$ cat config.mk
export PLATFORM = sky130hd
export DESIGN_NAME = pc_gen_unit_flat
export DESIGN_NICKNAME = d
export VERILOG_FILES = /design/src/rtl/pc_gen_unit_if.sv /design/src/rtl/pc_gen_unit.sv /design/src/flat_wrapper.sv
export SDC_FILE = /design/constraint.sdc
export NUM_CORES = 1
export LEC_CHECK = 0
export ABC_AREA = 1
export BUFFER_PORTS_ARGS = -buffer_cell sky130_fd_sc_hd__buf_2
export CORE_AREA = 5 5 191 193
export DETAILED_ROUTE_END_ITERATION = 7
export DIE_AREA = 0 0 196 198
export MAX_ROUTING_LAYER = met4
export SLEW_MARGIN = 5
export SYNTH_ARGS = -nofsm -noshare
export SYNTH_HDL_FRONTEND = slang
export SYNTH_SLANG_ARGS = --single-unit
export TNS_END_PERCENT = 1
$ cat constraint.sdc
create_clock -name clk -period 7.9 [get_ports clk]
set_clock_uncertainty 0.2 [all_clocks]
set_input_delay 0.79 -clock clk [delete_from_list [all_inputs] [get_ports clk]]
set_output_delay 0.79 -clock clk [all_outputs]
set_load 0.005 [all_outputs]
$ cat src/rtl/pc_gen_unit_if.sv
// Fetch-stage PC generator bus: hazard/redirect/RAS control in, PC state out.
// Latency: n/a (wires only).
// Backpressure: stall is the only hold; the PC side has no ready.
// Ports (slave side = pc_gen_unit):
//   in : stall, exc_valid, redirect_valid, redirect_tgt, call_valid, ret_valid
//   out: pc, pend_valid, ras_count, ras_underflow
interface pc_gen_unit_if #(
  parameter int unsigned WIDTH     = 32,
  parameter int unsigned RAS_DEPTH = 4
);
  localparam int unsigned CNT_W = $clog2(RAS_DEPTH + 1);

  logic             stall;
  logic             exc_valid;
  logic             redirect_valid;
  logic [WIDTH-1:0] redirect_tgt;
  logic             call_valid;
  logic             ret_valid;

  logic [WIDTH-1:0] pc;
  logic             pend_valid;
  logic [CNT_W-1:0] ras_count;
  logic             ras_underflow;

  modport master (
    output stall, exc_valid, redirect_valid, redirect_tgt, call_valid, ret_valid,
    input  pc, pend_valid, ras_count, ras_underflow
  );

  modport slave (
    input  stall, exc_valid, redirect_valid, redirect_tgt, call_valid, ret_valid,
    output pc, pend_valid, ras_count, ras_underflow
  );
endinterface

$ cat src/rtl/pc_gen_unit.sv
// Registered next-PC select (exception/redirect/buffered redirect/RAS/PC+4) with call/return stack.
// Latency: every source reaches pc one cycle after it is sampled; a buffered redirect one cycle after stall falls.
// Backpressure: stall holds pc and RAS; a redirect seen during stall is parked in a one-entry buffer.
// Ports: clk, rst (sync, active-high); bus (pc_gen_unit_if.slave) carries the control inputs and pc,
//        pend_valid, ras_count, ras_underflow outputs.
module pc_gen_unit #(
  parameter int unsigned      WIDTH        = 32,
  parameter logic [WIDTH-1:0] RESET_VECTOR = WIDTH'(32'h0040_0000),
  parameter logic [WIDTH-1:0] EXC_VECTOR   = WIDTH'(32'h0040_0004),
  parameter int unsigned      RAS_DEPTH    = 4
) (
  input  logic          clk,
  input  logic          rst,
  pc_gen_unit_if.slave  bus
);
  localparam int unsigned      PTR_W   = $clog2(RAS_DEPTH);
  localparam int unsigned      CNT_W   = $clog2(RAS_DEPTH + 1);
  localparam logic [PTR_W-1:0] PTR_MAX = PTR_W'(RAS_DEPTH - 1);
  localparam logic [CNT_W-1:0] CNT_MAX = CNT_W'(RAS_DEPTH);

  logic [WIDTH-1:0] pc_q, pc_d;
  logic [WIDTH-1:0] pend_tgt_q, pend_tgt_d;
  logic             pend_vld_q, pend_vld_d;
  logic             ras_uflow_q, ras_uflow_d;
  logic [WIDTH-1:0] ras_q [RAS_DEPTH];
  logic [WIDTH-1:0] ras_d [RAS_DEPTH];
  // ras_ptr points at the next slot to write; top of stack is ras_ptr-1.
  logic [PTR_W-1:0] ras_ptr_q, ras_ptr_d;
  logic [CNT_W-1:0] ras_cnt_q, ras_cnt_d;

  logic [WIDTH-1:0] pc_inc;
  logic [WIDTH-1:0] redir_tgt;
  logic [PTR_W-1:0] top_idx;
  logic [PTR_W-1:0] push_ptr;
  logic [CNT_W-1:0] push_cnt;

  // Ring arithmetic that also works for non-power-of-two depths.
  function automatic logic [PTR_W-1:0] ptr_inc(input logic [PTR_W-1:0] p);
    return (p == PTR_MAX) ? '0 : p + 1'b1;
  endfunction

  function automatic logic [PTR_W-1:0] ptr_dec(input logic [PTR_W-1:0] p);
    return (p == '0) ? PTR_MAX : p - 1'b1;
  endfunction

  always_comb begin
    pc_inc      = pc_q + WIDTH'(4);
    redir_tgt   = bus.redirect_tgt & ~WIDTH'(3);
    top_idx     = ptr_dec(ras_ptr_q);

    pc_d        = pc_inc;
    pend_vld_d  = pend_vld_q;
    pend_tgt_d  = pend_tgt_q;
    ras_d       = ras_q;
    ras_ptr_d   = ras_ptr_q;
    ras_cnt_d   = ras_cnt_q;
    ras_uflow_d = 1'b0;
    push_ptr    = ras_ptr_q;
    push_cnt    = ras_cnt_q;

    if (bus.exc_valid) begin
      pc_d       = EXC_VECTOR;
      pend_vld_d = 1'b0;
    end else if (bus.redirect_valid && bus.stall) begin
      // Park the redirect; a later one during the same stall replaces it.
      pc_d       = pc_q;
      pend_tgt_d = redir_tgt;
      pend_vld_d = 1'b1;
    end else if (bus.redirect_valid) begin
      pc_d       = redir_tgt;
      pend_vld_d = 1'b0;
    end else if (bus.stall) begin
      pc_d = pc_q;
    end else if (pend_vld_q) begin
      pc_d       = pend_tgt_q;
      pend_vld_d = 1'b0;
    end else begin
      // Pop first so a call+ret pair replaces the top entry in place.
      if (bus.ret_valid) begin
        if (ras_cnt_q != '0) begin
          pc_d     = ras_q[top_idx];
          push_ptr = top_idx;
          push_cnt = ras_cnt_q - 1'b1;
        end else begin
          ras_uflow_d = 1'b1;
        end
      end
      if (bus.call_valid) begin
        // When full, the write slot is the oldest entry, so it is overwritten.
        ras_d[push_ptr] = pc_inc;
        ras_ptr_d       = ptr_inc(push_ptr);
        ras_cnt_d       = (push_cnt == CNT_MAX) ? push_cnt : push_cnt + 1'b1;
      end else begin
        ras_ptr_d = push_ptr;
        ras_cnt_d = push_cnt;
      end
    end
  end

  always_ff @(posedge clk) begin
    if (rst) begin
      pc_q        <= RESET_VECTOR;
      pend_vld_q  <= 1'b0;
      pend_tgt_q  <= '0;
      ras_ptr_q   <= '0;
      ras_cnt_q   <= '0;
      ras_uflow_q <= 1'b0;
      for (int i = 0; i < int'(RAS_DEPTH); i++) begin
        ras_q[i] <= '0;
      end
    end else begin
      pc_q        <= pc_d;
      pend_vld_q  <= pend_vld_d;
      pend_tgt_q  <= pend_tgt_d;
      ras_ptr_q   <= ras_ptr_d;
      ras_cnt_q   <= ras_cnt_d;
      ras_uflow_q <= ras_uflow_d;
      ras_q       <= ras_d;
    end
  end

  assign bus.pc            = pc_q;
  assign bus.pend_valid    = pend_vld_q;
  assign bus.ras_count     = ras_cnt_q;
  assign bus.ras_underflow = ras_uflow_q;
endmodule

$ cat src/flat_wrapper.sv
// flat-port wrapper written by rule: the top's interface ports become plain ports
module pc_gen_unit_flat 
#(
  parameter int unsigned      WIDTH        = 32,
  parameter logic [WIDTH-1:0] RESET_VECTOR = WIDTH'(32'h0040_0000),
  parameter logic [WIDTH-1:0] EXC_VECTOR   = WIDTH'(32'h0040_0004),
  parameter int unsigned      RAS_DEPTH    = 4
)
  (clk, rst, bus_stall, bus_exc_valid, bus_redirect_valid, bus_redirect_tgt, bus_call_valid, bus_ret_valid, bus_pc, bus_pend_valid, bus_ras_count, bus_ras_underflow);
  pc_gen_unit_if #(.WIDTH(WIDTH), .RAS_DEPTH(RAS_DEPTH)) bus_i ();
  input  logic clk;
  input  logic rst;
  input wire logic [$bits(bus_i.stall)-1:0] bus_stall;
  input wire logic [$bits(bus_i.exc_valid)-1:0] bus_exc_valid;
  input wire logic [$bits(bus_i.redirect_valid)-1:0] bus_redirect_valid;
  input wire logic [$bits(bus_i.redirect_tgt)-1:0] bus_redirect_tgt;
  input wire logic [$bits(bus_i.call_valid)-1:0] bus_call_valid;
  input wire logic [$bits(bus_i.ret_valid)-1:0] bus_ret_valid;
  output wire logic [$bits(bus_i.pc)-1:0] bus_pc;
  output wire logic [$bits(bus_i.pend_valid)-1:0] bus_pend_valid;
  output wire logic [$bits(bus_i.ras_count)-1:0] bus_ras_count;
  output wire logic [$bits(bus_i.ras_underflow)-1:0] bus_ras_underflow;
  assign bus_i.stall = bus_stall;
  assign bus_i.exc_valid = bus_exc_valid;
  assign bus_i.redirect_valid = bus_redirect_valid;
  assign bus_i.redirect_tgt = bus_redirect_tgt;
  assign bus_i.call_valid = bus_call_valid;
  assign bus_i.ret_valid = bus_ret_valid;
  assign bus_pc = bus_i.pc;
  assign bus_pend_valid = bus_i.pend_valid;
  assign bus_ras_count = bus_i.ras_count;
  assign bus_ras_underflow = bus_i.ras_underflow;
  pc_gen_unit #(.WIDTH(WIDTH), .RESET_VECTOR(RESET_VECTOR), .EXC_VECTOR(EXC_VECTOR), .RAS_DEPTH(RAS_DEPTH)) u_core (.clk(clk), .rst(rst), .bus(bus_i));
endmodule
---- Word level (Yosys, flattened, before mapping) ----
Cells that the tools add are included.
operators by class
  $add $sub $neg .......................... 5
  multipliers ............................. 0
  div/mod/pow operators ................... 0
  $lt $le $gt $ge ......................... 3
  eq/ne operators ......................... 6
  shift operators ......................... 0
  multiplexer cells ....................... 36
  bitwise logic cells ..................... 8
  reductions and logical operators ........ 11
operator list
  kind                   count
  $mux 32                8
  $bwmux 128             1
  $bmux 32 s2            1
  $demux 32 s2           1
  $mux 3                 11
  $add 32x3->32 const B  1
  $mux 2                 10
  $reduce_or 7->1        1
  $ge 3x3->1 const B     2
  $ne 3x1->1 const B     2
  $not 1->1              6
  $not 2->3              2
  $reduce_and 2->1       3
  $reduce_and 6->1       1
  $reduce_and 5->1       1
  $mux 1                 4
  $add 3x1->3 const B    1
  $eq 3x3->1 const B     1
  $lt 3x1->1 const B     1
  $reduce_bool 3->1      1
  $sub 3x1->3 const B    1
  $add 2x1->2 const B    1
  $eq 2x2->1 const B     1
  $logic_and 1x1->1      2
  other kinds (5)        5
word-level totals
  register bits after elaboration ......... 197
  latch bits .............................. 0
  bits in writable memories ............... 0
  ROM bits ................................ 0
  input bits .............................. 39
  output and inout port bits .............. 37
  memories kept ........................... 0

---- Logic depth before layout (Yosys ltp) ----
Gate-level depths: netlist of the first run.
  word-level depth ........................ 15
  mapped depth ............................ 17

---- Worst setup path before layout of the first run ----
No wires, ideal clock.
  kind .................................... register to register
  start ................................... reg u_core.ras_ptr_q[0]
  end ..................................... reg u_core.ras_q[56] in the netlist's numbering
  setup time .............................. 0.116 ns
  arrival ................................. 2.732 ns
  required time ........................... 7.584 ns
  setup slack ............................. 4.852 ns
  stages on the path, launching flop included .. 17
  buffers on the path ..................... 6
  period minus slack after synthesis ...... 3.048 ns
  cells stage by stage .................... dfxtp_1 -> inv_1 -> buf_2 -> buf_1 -> ha_1 -> clkbuf_1 -> clkbuf_1 -> nand2_1 -> o21ai_0 -> inv_1 -> ha_1 -> inv_1 -> nor2_8 -> buf_6 -> buf_6 -> o211ai_1 -> inv_1
on the way
  word-level cells in the longest chain between the ends .. 15
  elaborated cells on any way between the ends .. 17
  those cells by class .................... add/sub: 1; order compare: 2; mux: 11; bitwise: 1; reduce/logical: 2
RTL lines
  what                                                                   RTL line            text
  from (decl)                                                            pc_gen_unit.sv:28   logic [PTR_W-1:0] ras_ptr_q, ras_ptr_d;
  from (signal assigned)                                                 pc_gen_unit.sv:115  ras_ptr_q <= ras_ptr_d;
  $sub 2x1->2 / $logic_not 2->1 (equally long branches)                  pc_gen_unit.sv:43   return (p == '0) ? PTR_MAX : p - 1'b1;
  $mux 2                                                                 pc_gen_unit.sv:43
  $mux 2                                                                 pc_gen_unit.sv:80   if (ras_cnt_q != '0) begin
  $mux 2 *                                                               pc_gen_unit.sv:79   if (bus.ret_valid) begin
  $mux 2 *                                                               pc_gen_unit.sv:74   end else if (pend_vld_q) begin
  $mux 2 *                                                               pc_gen_unit.sv:72   end else if (bus.stall) begin
  $mux 2 *                                                               pc_gen_unit.sv:69   end else if (bus.redirect_valid) begin
  $mux 2 *                                                               pc_gen_unit.sv:64   end else if (bus.redirect_valid && bus.stall) begin
  $mux 2 *                                                               pc_gen_unit.sv:61   if (bus.exc_valid) begin
  $not 2->3 (not written as such) *                                      pc_gen_unit.sv:90   ras_d[push_ptr] = pc_inc;
  $ge 3x3->1 (not written as such) / $lt 3x1->1 (equally long branches)  pc_gen_unit.sv:90
  $logic_and 1x1->1 (not written as such)                                pc_gen_unit.sv:90
  $mux 32 (not written as such)                                          pc_gen_unit.sv:90
  $demux 32 s2 *                                                         pc_gen_unit.sv:90
  $bwmux 128 *                                                           pc_gen_unit.sv:90
  to (signal assigned)                                                   pc_gen_unit.sv:118  ras_q <= ras_d;
  to (decl)                                                              pc_gen_unit.sv:25   logic [WIDTH-1:0] ras_q [RAS_DEPTH];
Mark *: on every way between the ends. The rest lies on a longest branch, timed or not. The select of a mux whose other input is x is not followed.
A chain may end at the register's enable or synchronous reset.

---- Worst setup path in the final report of the first run ----
  start ................................... reg u_core.ras_ptr_q[0]
  end ..................................... reg u_core.ras_q[21] in the netlist's numbering
Same word-level chain as after synthesis.

==> impl_metrics.yaml, run 1 <==
timing:
  max_freq_ghz: 0.2029
  setup_tns_ns: 0
  tightest_slew_ns: 1.106
  final.period_utilization_pct: 62.39
  setup_viol_count_final: 0
  final_max_slew_viol_count: 0
  rsz0062_at_grt: "no"
  min_period_ns: 4.929
  setup_ws_ns: 2.971
  finalHoldViolCount: 0
  max_slew_margin_pct: 26.20
  whs_ns: 0.2666
worst_setup_path:
  criticalPathCategory: "register to register"
  r2r_setup_slack_ns: 2.97
  cp.arrival_ns: 5.12
  worstPathMaxFanout: 68
  required_ns: 8.09
  startpoint_type: "register"
  end_kind: "register"
  r2r_cells: 14
placement:
  placed_cell_area_um2: 10780
  portBuffers: 73
  finalWeightedCongestion: 0.9430
  post-place-ws_ns: 2.948
  dp_hpwl_um: 20250
  dp_cells: 2017
power:
  p_per_area_nw_per_um2: 187.9
  p_leak_nw: 5.340
  ir_worst_vdd_mv: 0.1391
grt:
  track_usage_pct: 16.83
  overflow: 0
  grt_pass1_vias: 9225
  grt_max_degree: 107
  grt_pass1_wl_um: 50840
  antenna_found_initial: 0
routing:
  drt-total-wl_um: 31980
  vias: 10020
  drt_iter0_markers: 908
  wire_per_inst_um: 15.61
  dr.pass1.iters: 5
  drcViolationCount: 0
  via_per_inst: 4.889
  detail-route-antenna-nets: 0
cells_and_area:
  layout_common_cells: "nand2_1 (289), nor2_1 (284), dfxtp_1 (196)"
  drive_gt1_share_pct: 8.720
  finalNetCount: 1630
  layout.cells.non_filler: 2049
  stdcell_area_um2: 11350
  antenna_cells: 0
  fillers: 3821
  syn_to_final_growth_pct: 10.82
  final_common_cell: "nand2_1"
clocking:
  htreeDepth: 4
  cts_resized: 0
  clock_path_buffers: 2
  clk_latency_ns: 0.44
  cts-hold-fix-buffers: 0
  clk_pin_slew_worst_paths_ns: 0.07
  post_cts_buffers: 0
  root_buffer: "clkbuf_16"
  cts_sinks: 197
  cts_tree: "built"
  numCtsBuffers: 17
synthesis:
  yosysWarningCount: 0
  yosysSeqAreaShare_pct: 38.51
  synthArstFlopShare_pct: 0
  netlist_area_um2: 10240
  yosys_register_bits: 197
  synth_edf_count: 0
  syn_avg_cell_area_um2: 6.502
  synth_cell_types: 38
  synth_nets: 1624
  yosys_most_used_dff: "dfxtp_1"
  synthCells: 1575
min_path:
  hold_depth: 2
  min_path_type: "register to register"
floorplan:
  ioPinCount: 76
  coreArea_um2: 34370
  initial_core_util_pct: 29.79
  rows: 68
  dieArea_um2: 38810
  die-width_um: 196
  die_h_um: 198
job:
  maxCapViolCount: 0
run_status:
  status: "finished, final reports clean"
==> synthesized netlist by cell type, drive strengths merged, types with 4 or more instances <==
cell type / count / area share (%)
clkbuf: 54 / 2.0
o21ai: 212 / 10
nand2: 292 / 11
inv: 187 / 6.9
a21oi: 135 / 6.6
nand3: 81 / 4.0
buf: 41 / 2.7
xnor2: 4 / 0.34
ha: 10 / 1.2
xor2: 5 / 0.43
a31oi: 7 / 0.43
nor2: 291 / 11
o211ai: 36 / 2.7
dfxtp: 197 / 39
==> final timing paths <==
check	from	endpoint
worst min register to register	u_core.ras_q[101]	u_core.ras_q[101]
worst max register to register	u_core.ras_ptr_q[0]	u_core.ras_q[21]
worst min-delay path	u_core.ras_q[101]	u_core.ras_q[101]
worst max-delay path	u_core.ras_ptr_q[0]	u_core.ras_q[21]
==> cell families after synthesis <==
family	count (synthesis)	share of synthesized area [%]
AND/OR/NAND/NOR	679	27.28
AO/OA/AOI/OAI	397	20.56
buffers and inverters	283	11.66
flip-flops	197	38.51
adder cells (fa/ha/maj)	10	1.222
XOR/XNOR	9	0.7696
==> critical path, stage by stage (launching register included) <==
cell and delay, ns:
dfxtp_2 0.31, buf_4 0.32, inv_1 0.12, buf_4 0.57, ha_2 0.69, nand2_1 0.30, o21ai_0 0.22, inv_1 0.14
ha_1 0.15, inv_1 0.06, nor2_4 0.83, inv_2 0.50, a21oi_1 0.25, o21ai_0 0.10, inv_1 0.07
==> stage by stage <==
| step | power, W | util [%] |
|---|---|---|
| after floorplan | 0.001209 | - |
| after detailed placement | 0.001289 | 31.36 |
| final | 0.002133 | 33.02 |
| after global placement | 0.001286 | 31.36 |
| after global routing | 0.002226 | 33.02 |
| after CTS | 0.002151 | 33.02 |
==> layer usage <==
metal  vias to the layer above  GRT usage [%]  part of all wire [%]
met3                        39          2.467                   5.4
met2                       315          25.44                    44
met4                         0          4.603                   1.6
li1                       5063              -                     -
met5                         -              -                     0
met1                      4600          23.59                    49
==> layout make-up <==
class,instances,area (µm²),area share [%]
Inverter,188,714.4,6.295
Tap cell,455,569.3,5.016
Clock inverter,14,140.1,1.235
Sequential cell,197,3945,34.76
Multi-Input combinational cell,1095,5119,45.10
Timing Repair Buffer,82,432.9,3.814
Clock buffer,18,429.2,3.781
==> where the power goes <==
part	internal, W	total (W)	switching [W]	leakage, nW
registers	0.00102	0.00104	0.0000218	1.60
logic	0.0000691	0.000228	0.000159	3.47
clock network	0.000444	0.000865	0.000421	0.275
==> state kept, by name (all words and copies together), names as in the netlist <==
signal and flops:
u_core.ras_q 128, u_core.bus.pc 32, u_core.pend_tgt_q 30, u_core.bus.ras_count 3, u_core.ras_ptr_q 2, u_core.bus.pend_valid 1, u_core.bus.ras_underflow 1
Note: power is estimated with default switching activity, not from simulation.
==> inputs of run 2 (changes only) <==
- clock period: 7.9 -> 4.4 ns (I/O delays scaled with it)
==> run 2 against run 1 <==
  * First-iteration DRC count is 14% higher
  * Die area unchanged
  * Cell area is 0.84% higher
  * Largest cell class unchanged
  * Critical path type unchanged
  * Worst setup slack worse by 2.2 ns
==> impl_metrics.yaml, run 2 (synthesis gave the netlist of run 1 again) <==
floorplan:
  die-width_um: 196
  initial_core_util_pct: 29.79
  dieArea_um2: 38810
  rows: 68
  ioPinCount: 76
  die_h_um: 198
  coreArea_um2: 34370
min_path:
  min_path_type: "input port to register"
  hold_depth: 3
  hp-start: "bus_redirect_tgt[7]"
timing:
  final_max_slew_viol_count: 0
  finalHoldViolCount: 0
  setup_viol_count_final: 0
  max_freq_ghz: 0.2727
  max_slew_margin_pct: 30.02
  tightest_slew_ns: 1.049
  setup_ws_ns: 0.7334
  final.period_utilization_pct: 83.33
  setup_tns_ns: 0
  rsz0062_at_grt: "no"
  min_period_ns: 3.667
routing:
  drt_iter0_markers: 1035
  detail-route-antenna-nets: 0
  wire_per_inst_um: 15.40
  drt-total-wl_um: 31660
  vias: 10070
  via_per_inst: 4.900
  dr.pass1.iters: 7
  drcViolationCount: 0
cells_and_area:
  fillers: 3781
  final_common_cell: "nand2_1"
  layout.cells.non_filler: 2055
  largest-register: "u_core.ras_q"
  syn_to_final_growth_pct: 11.75
  stdcell_area_um2: 11440
  regArea_um2: 3945
  drive_gt1_share_pct: 8.938
  multi_input_area_um2: 5114
  finalNetCount: 1637
  layout_common_cells: "nand2_1 (289), nor2_1 (285), dfxtp_1 (196)"
  largest_reg_flops: 128
  antenna_cells: 0
placement:
  finalWeightedCongestion: 0.9646
  placed_cell_area_um2: 10830
  portBuffers: 73
  post-place-ws_ns: 0.7371
  dp_hpwl_um: 20670
  dp_cells: 2024
clocking:
  cts_sinks: 197
  clk_pin_slew_worst_paths_ns: 0.08
  cts_tree: "built"
  numCtsBuffers: 17
  cts-hold-fix-buffers: 0
  root_buffer: "clkbuf_16"
  clk_latency_ns: 0.45
  post_cts_buffers: 0
  clock_path_buffers: 2
  cts_resized: 0
  htreeDepth: 4
grt:
  grt_pass1_wl_um: 51180
  met3_usage_pct: 2.416
  top_usage_layer: "met2"
  grt_max_degree: 90
  met1_usage_pct: 24.27
  overflow: 0
  grt_pass1_vias: 9157
  grtUsageMet2_pct: 24.47
  track_usage_pct: 16.77
  antenna_found_initial: 0
worst_setup_path:
  r2r_setup_slack_ns: 0.73
  r2r_cells: 13
  worstPathMaxFanout: 48
  slowest_stage: "nor2_8"
  cp.arrival_ns: 3.80
  cpPeakStageDelay_ns: 0.62
  end_kind: "register"
  cpMostUsedCell: "inv_1"
  startpoint_type: "register"
  crit_path_cell_trace: "inv_1 -> ha_1 -> inv_1 -> nor2_1 -> nor2_4 -> nand2_1 -> o21ai_0 -> ha_1 -> inv_1 -> nor2_8 -> inv_2 -> o21ai_0 -> inv_1"
  criticalPathCategory: "register to register"
  required_ns: 4.53
  r2r-start: "u_core.bus.ras_count[0]"
  startpoint: "u_core.bus.ras_count[0]"
power:
  ir_worst_vdd_mv: 0.2532
  p_per_area_nw_per_um2: 344.4
  p_leak_nw: 5.401
  total_power_w: 0.003941
job:
  maxCapViolCount: 0
run_status:
  status: "finished, final reports clean"
-- run 2: report_power, final --
| part | switching, W | total, W | internal [W] | leakage, nW |
|---|---|---|---|---|
| combinational | 0.000287 | 0.000413 | 0.000126 | 3.51 |
| clock | 0.000740 | 0.00166 | 0.000921 | 0.299 |
| sequential | 0.0000393 | 0.00187 | 0.00183 | 1.60 |
-- run 2: final cells by class --
type / count / area share (%)
Multi-Input combinational cell: 1095 / 44.68
Sequential cell: 197 / 34.47
Inverter: 188 / 6.242
Tap cell: 455 / 4.974
Timing Repair Buffer: 89 / 4.242
Clock buffer: 19 / 3.870
Clock inverter: 12 / 1.520
-- run 2: final timing paths --
check / end
min reg2reg: u_core.ras_q[100]
max reg2reg: u_core.ras_q[81]
min: u_core.pend_tgt_q[7]
max: u_core.ras_q[81]
-- run 2: critical path, delay by kind of cell (launching register included) --
kind | cells | cell delay, ns
AOI/OAI and AO/OA | 2 | 0.51
and+or+nand+nor | 4 | 1.39
adders and majority gates | 2 | 0.43
DFF | 1 | 0.36
buffers and inverters | 5 | 0.63
-- run 2: through the flow --
step / hold WS (ns) / utilization [%]
2_1_floorplan: 0.2297 / -
3_3_place_gp: 0.2416 / 31.50
3_5_place_dp: 0.2497 / 31.50
4_1_cts: 0.01978 / 33.30
5_1_grt: 0.03642 / 33.30
6_report: 0.03112 / 33.30
-- run 2: routing by layer --
metal  part of all wire, %  routed length (µm)
met1                    49               15600
met4                   1.8                 574
met2                    43               13740
met3                   5.5                1747
met5                     0                   0
